## src/rtl/i2c_pkg.sv

```systemverilog
// Shared I2C types and default timing constants.
// The defaults assume a 156.25 MHz system clock and 400 kHz SCL.
package i2c_pkg;

    typedef enum logic [1:0] {
        IDLE,
        LOW,
        WAIT_HI,
        HIGH
    } scl_state_e;

    localparam int LOW_CYCLES_DEF  = 250;
    localparam int HIGH_CYCLES_DEF = 138;
    localparam int STRETCH_MAX_DEF = 4096;

    function automatic int max3(input int a, input int b, input int c);
        int m;
        m = (a > b) ? a : b;
        return (m > c) ? m : c;
    endfunction

endpackage

```

## src/rtl/i2c_scl_gen_if.sv

```systemverilog
// Control, pin and strobe bundle between the SCL generator and the byte/bit engine.
// The pin readback scl_i enters the generator through this bundle.
interface i2c_scl_gen_if;

    logic en_i;
    logic hold_i;
    logic scl_i;
    logic scl_t;
    logic busy_o;
    logic fall_tick_o;
    logic data_tick_o;
    logic samp_tick_o;
    logic stretch_o;
    logic timeout_o;

    modport master (
        output en_i, hold_i, scl_i,
        input  scl_t, busy_o, fall_tick_o, data_tick_o, samp_tick_o, stretch_o, timeout_o
    );

    modport slave (
        input  en_i, hold_i, scl_i,
        output scl_t, busy_o, fall_tick_o, data_tick_o, samp_tick_o, stretch_o, timeout_o
    );

endinterface

```

## src/rtl/i2c_sync_2ff.sv

```systemverilog
// Two-flop synchroniser for asynchronous pin readback.
// The reset value matches the idle (pulled-up) bus level.
module i2c_sync_2ff #(
    parameter logic RESET_VAL = 1'b1
) (
    input  logic clk,
    input  logic rst,
    input  logic d_i,
    output logic q_o
);

    logic meta_q;
    logic sync_q;

    always_ff @(posedge clk) begin
        if (rst) begin
            meta_q <= RESET_VAL;
            sync_q <= RESET_VAL;
        end else begin
            meta_q <= d_i;
            sync_q <= meta_q;
        end
    end

    assign q_o = sync_q;

endmodule

```

## src/rtl/i2c_scl_gen.sv

```systemverilog
// I2C SCL generator: low/high phase timing, clock-stretch wait with timeout,
// and mid-low / mid-high strobes for the byte/bit engine. All outputs are registered.
module i2c_scl_gen
    import i2c_pkg::*;
#(
    parameter int LOW_CYCLES  = LOW_CYCLES_DEF,
    parameter int HIGH_CYCLES = HIGH_CYCLES_DEF,
    parameter int STRETCH_MAX = STRETCH_MAX_DEF
) (
    input logic          clk,
    input logic          rst,
    i2c_scl_gen_if.slave bus
);

    localparam int CNT_W = $clog2(max3(LOW_CYCLES, HIGH_CYCLES, STRETCH_MAX) + 1);

    localparam logic [CNT_W-1:0] LOW_LAST     = CNT_W'(LOW_CYCLES - 1);
    localparam logic [CNT_W-1:0] HIGH_LAST    = CNT_W'(HIGH_CYCLES - 1);
    localparam logic [CNT_W-1:0] DATA_CNT     = CNT_W'(LOW_CYCLES / 2);
    localparam logic [CNT_W-1:0] SAMP_CNT     = CNT_W'(HIGH_CYCLES / 2);
    localparam logic [CNT_W-1:0] STRETCH_LAST = (STRETCH_MAX == 0) ? '0 : CNT_W'(STRETCH_MAX - 1);

    if (LOW_CYCLES < 4 || HIGH_CYCLES < 4) begin : g_param_check
        $error("i2c_scl_gen: LOW_CYCLES and HIGH_CYCLES must both be >= 4");
    end

    scl_state_e       state_q, state_d;
    logic [CNT_W-1:0] cnt_q, cnt_d;
    logic             scl_s;
    logic             timeout_d;

    logic scl_t_q, busy_q, fall_tick_q, data_tick_q, samp_tick_q, stretch_q, timeout_q;
    logic scl_t_d, busy_d, fall_tick_d, data_tick_d, samp_tick_d, stretch_d;

    i2c_sync_2ff #(.RESET_VAL(1'b1)) u_scl_sync (
        .clk (clk),
        .rst (rst),
        .d_i (bus.scl_i),
        .q_o (scl_s)
    );

    always_ff @(posedge clk) begin
        if (rst) begin
            state_q     <= IDLE;
            cnt_q       <= '0;
            scl_t_q     <= 1'b1;
            busy_q      <= 1'b0;
            fall_tick_q <= 1'b0;
            data_tick_q <= 1'b0;
            samp_tick_q <= 1'b0;
            stretch_q   <= 1'b0;
            timeout_q   <= 1'b0;
        end else begin
            state_q     <= state_d;
            cnt_q       <= cnt_d;
            scl_t_q     <= scl_t_d;
            busy_q      <= busy_d;
            fall_tick_q <= fall_tick_d;
            data_tick_q <= data_tick_d;
            samp_tick_q <= samp_tick_d;
            stretch_q   <= stretch_d;
            timeout_q   <= timeout_d;
        end
    end

    // Hold at the low terminal count wins over a disable, so SCL is never released early.
    always_comb begin
        state_d   = state_q;
        cnt_d     = cnt_q;
        timeout_d = 1'b0;
        unique case (state_q)
            IDLE: begin
                cnt_d = '0;
                if (bus.en_i) begin
                    state_d = LOW;
                end
            end
            LOW: begin
                if (cnt_q == LOW_LAST) begin
                    if (!bus.hold_i) begin
                        state_d = bus.en_i ? WAIT_HI : IDLE;
                        cnt_d   = '0;
                    end
                end else begin
                    cnt_d = cnt_q + CNT_W'(1);
                end
            end
            WAIT_HI: begin
                if (scl_s) begin
                    state_d = HIGH;
                    cnt_d   = '0;
                end else if ((STRETCH_MAX != 0) && (cnt_q == STRETCH_LAST)) begin
                    state_d   = IDLE;
                    cnt_d     = '0;
                    timeout_d = 1'b1;
                end else if (cnt_q != '1) begin
                    cnt_d = cnt_q + CNT_W'(1);
                end
            end
            HIGH: begin
                if (cnt_q == HIGH_LAST) begin
                    state_d = bus.en_i ? LOW : IDLE;
                    cnt_d   = '0;
                end else begin
                    cnt_d = cnt_q + CNT_W'(1);
                end
            end
            default: begin
                state_d = IDLE;
                cnt_d   = '0;
            end
        endcase
    end

    // Outputs are decoded from the next state so the registered copies line up with state_q.
    assign scl_t_d     = (state_d != LOW);
    assign busy_d      = (state_d != IDLE);
    assign fall_tick_d = (state_d == LOW) && (state_q != LOW);
    assign data_tick_d = (state_d == LOW) && (cnt_d == DATA_CNT) && (cnt_q != DATA_CNT);
    assign samp_tick_d = (state_d == HIGH) && (cnt_d == SAMP_CNT) && (cnt_q != SAMP_CNT);
    assign stretch_d   = (state_d == WAIT_HI) && !scl_s;

    assign bus.scl_t       = scl_t_q;
    assign bus.busy_o      = busy_q;
    assign bus.fall_tick_o = fall_tick_q;
    assign bus.data_tick_o = data_tick_q;
    assign bus.samp_tick_o = samp_tick_q;
    assign bus.stretch_o   = stretch_q;
    assign bus.timeout_o   = timeout_q;

endmodule

```

## src/flat_wrapper.sv

```systemverilog
// flat-port wrapper written by rule: the top's interface ports become plain ports
module i2c_scl_gen_flat import i2c_pkg::*;
#(
    parameter int LOW_CYCLES  = LOW_CYCLES_DEF,
    parameter int HIGH_CYCLES = HIGH_CYCLES_DEF,
    parameter int STRETCH_MAX = STRETCH_MAX_DEF
)
  (clk, rst, bus_en_i, bus_hold_i, bus_scl_i, bus_scl_t, bus_busy_o, bus_fall_tick_o, bus_data_tick_o, bus_samp_tick_o, bus_stretch_o, bus_timeout_o);
  i2c_scl_gen_if bus_i ();
  input logic clk;
  input logic rst;
  input wire logic [$bits(bus_i.en_i)-1:0] bus_en_i;
  input wire logic [$bits(bus_i.hold_i)-1:0] bus_hold_i;
  input wire logic [$bits(bus_i.scl_i)-1:0] bus_scl_i;
  output wire logic [$bits(bus_i.scl_t)-1:0] bus_scl_t;
  output wire logic [$bits(bus_i.busy_o)-1:0] bus_busy_o;
  output wire logic [$bits(bus_i.fall_tick_o)-1:0] bus_fall_tick_o;
  output wire logic [$bits(bus_i.data_tick_o)-1:0] bus_data_tick_o;
  output wire logic [$bits(bus_i.samp_tick_o)-1:0] bus_samp_tick_o;
  output wire logic [$bits(bus_i.stretch_o)-1:0] bus_stretch_o;
  output wire logic [$bits(bus_i.timeout_o)-1:0] bus_timeout_o;
  assign bus_i.en_i = bus_en_i;
  assign bus_i.hold_i = bus_hold_i;
  assign bus_i.scl_i = bus_scl_i;
  assign bus_scl_t = bus_i.scl_t;
  assign bus_busy_o = bus_i.busy_o;
  assign bus_fall_tick_o = bus_i.fall_tick_o;
  assign bus_data_tick_o = bus_i.data_tick_o;
  assign bus_samp_tick_o = bus_i.samp_tick_o;
  assign bus_stretch_o = bus_i.stretch_o;
  assign bus_timeout_o = bus_i.timeout_o;
  i2c_scl_gen #(.LOW_CYCLES(LOW_CYCLES), .HIGH_CYCLES(HIGH_CYCLES), .STRETCH_MAX(STRETCH_MAX)) u_core (.clk(clk), .rst(rst), .bus(bus_i));
endmodule
```

## config.mk

```make
export PLATFORM = sky130hd
export DESIGN_NAME = i2c_scl_gen_flat
export DESIGN_NICKNAME = d
export VERILOG_FILES = /design/src/rtl/i2c_pkg.sv /design/src/rtl/i2c_scl_gen_if.sv /design/src/rtl/i2c_sync_2ff.sv /design/src/rtl/i2c_scl_gen.sv /design/src/flat_wrapper.sv
export SDC_FILE = /design/constraint.sdc
export NUM_CORES = 1
export LEC_CHECK = 0
export CAP_MARGIN = 25
export CORE_MARGIN = 3
export CORE_UTILIZATION = 57
export DETAILED_ROUTE_END_ITERATION = 10
export HOLD_SLACK_MARGIN = 0.15
export PLACE_DENSITY = 0.78
export SYNTH_ARGS = -nofsm -noshare
export SYNTH_HDL_FRONTEND = slang
export SYNTH_SLANG_ARGS = --single-unit
```

## constraint.sdc

```tcl
create_clock -name clk -period 2.2 [get_ports clk]
set_input_delay 0.33 -clock clk [delete_from_list [all_inputs] [get_ports clk]]
set_output_delay 0.33 -clock clk [all_outputs]
set_load 0.02 [all_outputs]
```

# == Word-level counts from Yosys, hierarchy flattened ==
# Cells that the tools add are included.
# totals
in_bits,5
output_inout_bits,7
reg_bits,24
wordCells,56
# op_classes
bitwise_logic,1
mux,17
eq_ne,16
addsub,1
n_reduce_logical,10
# ops
cell,count
$mux W13,6
$pmux W13 S4,1
$eq A13 B7 Y1 const B,2
$eq A13 B8 Y1 const B,2
$ne A13 B7 Y1 const B,2
$mux W2,7
$add A13 B1 Y13 const B,1
$eq A13 B12 Y1 const B,1
$ne A13 B13 Y1 const B,1
$eq A2 B2 Y1 const B,4
$pmux W2 S4,1
$logic_and A1 B1 Y1,6
$eq A2 B1 Y1 const B,2
$ne A2 B1 Y1 const B,2
$reduce_or A3 Y1,1
$logic_not A2 Y1,1
$mux W1,2
$reduce_bool A2 Y1,1
$logic_not A1 Y1,1
$not A1 Y1,1

# == Longest topological paths before layout ==
# logic_depth
word_depth,8
mapped_depth,8
depth_no_buf,8

# == Modules after synthesis ==
# A second synthesis with hierarchy kept.
# unflattened
cells_unflattened,182
hier_area_um2,1428.9
# modules_own_cells
mod,cells_per_inst,seq_area_each_um2,instances,area_per_inst_um2
i2c_scl_gen,178,440.4,1,1376.3
i2c_sync_2ff,4,40.0,1,52.6

# == Worst setup path before layout ==
# Ideal clock, no wire load.
# synth_path
path_kind,reg2reg
start,register u_core.cnt_q[0]
end,"register u_core.data_tick_q, in the netlist u_core.bus.data_tick_o"
path_buffers,0
setup_time_ns,0.060
slack_ns,0.275
arrival_ns,1.865
t_required_ns,2.140
stages_incl_launch_ff,8
synth_period_minus_slack_ns,1.925
cell_sequence,dfxtp_1 -> ha_1 -> nand3_2 -> nor4_4 -> nor3b_4 -> nor4_4 -> o211a_1 -> o2111a_1
# synth_via
elab_chain_len,8
elab_cells_between_ends,22
classes_between,add/sub (1); eq/ne (7); mux (12); reduce/logical (2)
# synth_lines
element,line_no,text
from (decl),i2c_scl_gen.sv:28,"logic [CNT_W-1:0] cnt_q, cnt_d;"
from (signal assigned),i2c_scl_gen.sv:55,cnt_q <= cnt_d;
$add A13 B1 Y13 / $ne A13 B13 Y1 (equally long branches),-,
$mux W13,i2c_scl_gen.sv:96,end else if (cnt_q != '1) begin
$mux W13,i2c_scl_gen.sv:92,end else if ((STRETCH_MAX != 0) && (cnt_q == STRETCH_LAST)) begin
$mux W13,i2c_scl_gen.sv:89,if (scl_s) begin
$pmux W13 S4,i2c_scl_gen.sv:71,unique case (state_q)
$eq A13 B7 Y1,i2c_scl_gen.sv:119,assign data_tick_d = (state_d == LOW) && (cnt_d == DATA_CNT) && (cnt_q != DATA_CNT);
$logic_and A1 B1 Y1,i2c_scl_gen.sv:119,
$logic_and A1 B1 Y1 (*),i2c_scl_gen.sv:119,
to (signal assigned),i2c_scl_gen.sv:59,data_tick_q <= data_tick_d;
to (decl),i2c_scl_gen.sv:32,"logic scl_t_q, busy_q, fall_tick_q, data_tick_q, samp_tick_q, stretch_q, timeout_q;"
# Every way passes the cells marked *; elsewhere a longest branch is shown, timed or not.
# A chain may end at the register's enable or synchronous reset.

# == Worst setup path in the final report ==
# layout_path
start,register u_core.cnt_q[7]
end,"register u_core.data_tick_q, in the netlist u_core.bus.data_tick_o"
# Same word-level chain as after synthesis.

==> impl_metrics.tcl <==
set metrics [dict create \
    startpoint_type "flop" \
    synth_nets 165 \
    ant_nets 0 \
    critPathSlowestCell "dfxtp_1" \
    fillCellCount 176 \
    fp.dieH_um 56.70 \
    holdWs_ns 0.4211 \
    layout_setup_ws_ns 0.08186 \
    layout_common_cells "21 x dfxtp_1, 13 x nor2_1, 13 x buf_4" \
    p_int_mw 0.5804 \
    cts_tree "done" \
    hold_class "flop to flop" \
    cp.required_ns 2.43 \
    grt-ovfl-total 0 \
    synthFlopType "dfxtp_1" \
    synthCells 158 \
    seqPwrFrac 0.577 \
    die_w_um 56.70 \
    grt_max_degree 13 \
    hold_viol 0 \
    leakagePower_nw 0.6655 \
    p_sw_frac 0.2758 \
    wl_per_cell_um 17.55 \
    antenna_found_initial 0 \
    synth_area_mm2 0.001465 \
    crit_family "compound AO/OA/AOI/OAI gates" \
    clockRootBuffer "clkbuf_4" \
    finClkSkew_ns 0.01255 \
    detailed_place_hpwl_um 2739 \
    crit_cells 6 \
    critPathBufInv 0 \
    setup.worst_path.end "u_core.bus.data_tick_o" \
    ff2ff_setup_slack_ns 0.08 \
    crit_path_max_incr_delay_ns 0.63 \
    tightest_slew_ns 0.4526 \
    grt_pass1_vias 1172 \
    ys_ff_latch 24 \
    gp_congestion 0.9069 \
    cellPowerDensity_mw_per_mm2 458.5 \
    clk_pin_slew_ns 0.13 \
    placedCellCount 201 \
    fin_setup_tns_ns 0 \
    drtPass1Iterations 4 \
    fmax_ghz 0.4721 \
    clockPowerShare 0.246 \
    vdd_ir_drop_max_mv 0.4650 \
    r2r-start "u_core.cnt_q[7]" \
    io_pins 12 \
    max_slew_margin 0.6979 \
    track_usage 0.2275 \
    seq_area_um2 484.2 \
    end_kind "flop" \
    drt_wl_total_um 3651 \
    area_delta_synth_final_pct 19.30 \
    maxCapViolations 0 \
    grt_pass1_wl_um 5740 \
    slew_violations 0 \
    clock_sinks 24 \
    synth_edf_count 0 \
    clock_latency_ns 0.33 \
    rr_endpoint "u_core.bus.data_tick_o" \
    crit_arrival_ns 2.35 \
    setup_violations 0 \
    core_area_mm2 0.002318 \
    pre_cts_ws_ns 0.02968 \
    min_period_ns 2.118 \
    critical_path_class "flop to flop" \
    multi_input_area_um2 972.2 \
    vias 1312 \
    yosysSeqAreaShare 0.3279 \
    post_synth_num_cell_types 54 \
    ys_warn_count 0 \
    drt-vias-per-instance 6.308 \
    start_util 0.6319 \
    dieArea_mm2 0.003215 \
    combPwrFrac 0.177 \
    async_flop_share 0 \
    htreeDepth 1 \
    n_antenna_cell 0 \
    path_max_fanout 7 \
    power.switching_mw 0.2210 \
    final_common_cell "dfxtp_1" \
    reg2reg_depth 6 \
    port-buffer-count 11 \
    fin_cells 208 \
    cts_buffers 3 \
    crit_chain "nand4_4 > nor3_2 > nor2_1 > a222oi_1 > a211oi_2 > o2111a_1" \
    syn_area_per_cell_um2 9.273 \
    drive_gt1_frac 0.2333 \
    finalCritPeriodShare 0.9628 \
    clk_path_buf_depth 2 \
    nets 189 \
    drc_errors 0 \
    critPathLaunch "u_core.cnt_q[7]" \
    fp-row-count 17 \
    status "completed" \
    postCtsHoldBufs 0 \
    first_iter_violations 72 \
]
synth_stat cells, types with 2 or more instances:
cell type	n	area (µm²)
a211oi_1	3	22.52
a21oi_1	8	40.04
and3_1	2	12.51
and4_1	2	17.52
and4b_1	2	20.02
buf_2	4	20.02
dfxtp_1	24	480.5
ha_1	2	25.02
inv_1	7	26.28
mux2i_1	3	30.03
nand2_1	11	41.29
nand3_1	8	40.04
nand4_1	2	12.51
nand4_4	2	42.54
nor2_1	13	48.80
nor2b_1	4	25.02
nor3_1	3	15.01
nor4_1	3	18.77
nor4_4	4	85.08
nor4b_1	2	17.52
o21a_1	2	15.01
o21ai_0	4	20.02
o21ba_2	2	20.02
or2_2	3	18.77
xnor2_1	7	61.31
xor2_1	3	26.28
worst reg2reg max path, stage by stage, from the launching register on:
cell      delay, ns
dfxtp_1        0.63
nand4_4        0.22
nor3_2         0.40
nor2_1         0.09
a222oi_1       0.36
a211oi_2       0.09
o2111a_1       0.25
timing repair:
| item | CTS | global route |
|---|---|---|
| resized for setup | 0 | 8 |
| pin swaps | 1 | 4 |
| setup endpoints to repair | 1 | 2 |
| buffers inserted | 0 | 4 |
cells by family (layout without fill, tap and decap cells):
| group | count (synthesis) | count (layout) | share of synthesized area |
|---|---|---|---|
| and+or+nand+nor | 73 | 73 | 0.3638 |
| DFF | 24 | 24 | 0.3279 |
| buffers and inverters | 12 | 34 | 0.03416 |
| muxes | 3 | 3 | 0.02050 |
| adders and majority gates | 2 | 2 | 0.01708 |
| AOI/OAI and AO/OA | 34 | 34 | 0.1768 |
| xor gates and xnor gates | 10 | 10 | 0.05978 |
how the worst min path moves through the flow:
stage / start / endpoint / slack (ns) / depth (start not counted)
4_1_cts: u_core.u_scl_sync.meta_q / u_core.u_scl_sync.q_o / 0.42 / 1
6_report: u_core.u_scl_sync.meta_q / u_core.u_scl_sync.q_o / 0.42 / 1
3_5_place_dp: u_core.u_scl_sync.meta_q / u_core.u_scl_sync.q_o / 0.39 / 1
3_3_place_gp: u_core.u_scl_sync.meta_q / u_core.u_scl_sync.q_o / 0.39 / 1
2_1_floorplan: u_core.u_scl_sync.meta_q / u_core.u_scl_sync.q_o / 0.39 / 1
5_1_grt: u_core.u_scl_sync.meta_q / u_core.u_scl_sync.q_o / 0.44 / 1
per-layer routing:
layer	vias up	GRT usage	share of wire
li1	635	-	-
met1	614	0.3189	0.44
met2	52	0.3482	0.48
met3	11	0.02989	0.062
met4	0	0.09153	0.020
met5	-	0	0
power by group through the flow:
stage                     Sequential, mW  Combinational [mW]  Clock [mW]
final                              0.463               0.142       0.197
after global routing               0.465               0.153       0.212
after CTS                          0.462               0.135       0.196
after detailed placement           0.472               0.135           0
after global placement             0.471               0.133           0
after floorplan                    0.476              0.0779           0
sequential cells by signal, indices dropped and copies added (netlist names):
| name | flops |
|---|---|
| u_core.state_q | 2 |
| u_core.cnt_q | 13 |
| u_core.bus.scl_t | 1 |
| u_core.u_scl_sync.q_o | 1 |
| u_core.bus.samp_tick_o | 1 |
| u_core.bus.data_tick_o | 1 |
| u_core.bus.fall_tick_o | 1 |
| u_core.bus.stretch_o | 1 |
| u_core.u_scl_sync.meta_q | 1 |
| u_core.bus.busy_o | 1 |
| u_core.bus.timeout_o | 1 |
layout make-up:
class / instances / share of cell area
Clock buffer: 3 / 0.01288
Inverter: 7 / 0.01503
Multi-Input combinational cell: 122 / 0.5562
Sequential cell: 24 / 0.2770
Tap cell: 28 / 0.02004
Timing Repair Buffer: 24 / 0.1188
metrics by stage:
step | utilization | instance area (µm²) | total power, mW
CTS | 0.7232 | 1677 | 0.7929
global placement | 0.7134 | 1654 | 0.6035
global route | 0.7539 | 1748 | 0.8298
detailed placement | 0.7134 | 1654 | 0.6067
floorplan | - | 1465 | 0.5537
finish | 0.7539 | 1748 | 0.8014
(Power assumes the default switching activity.)
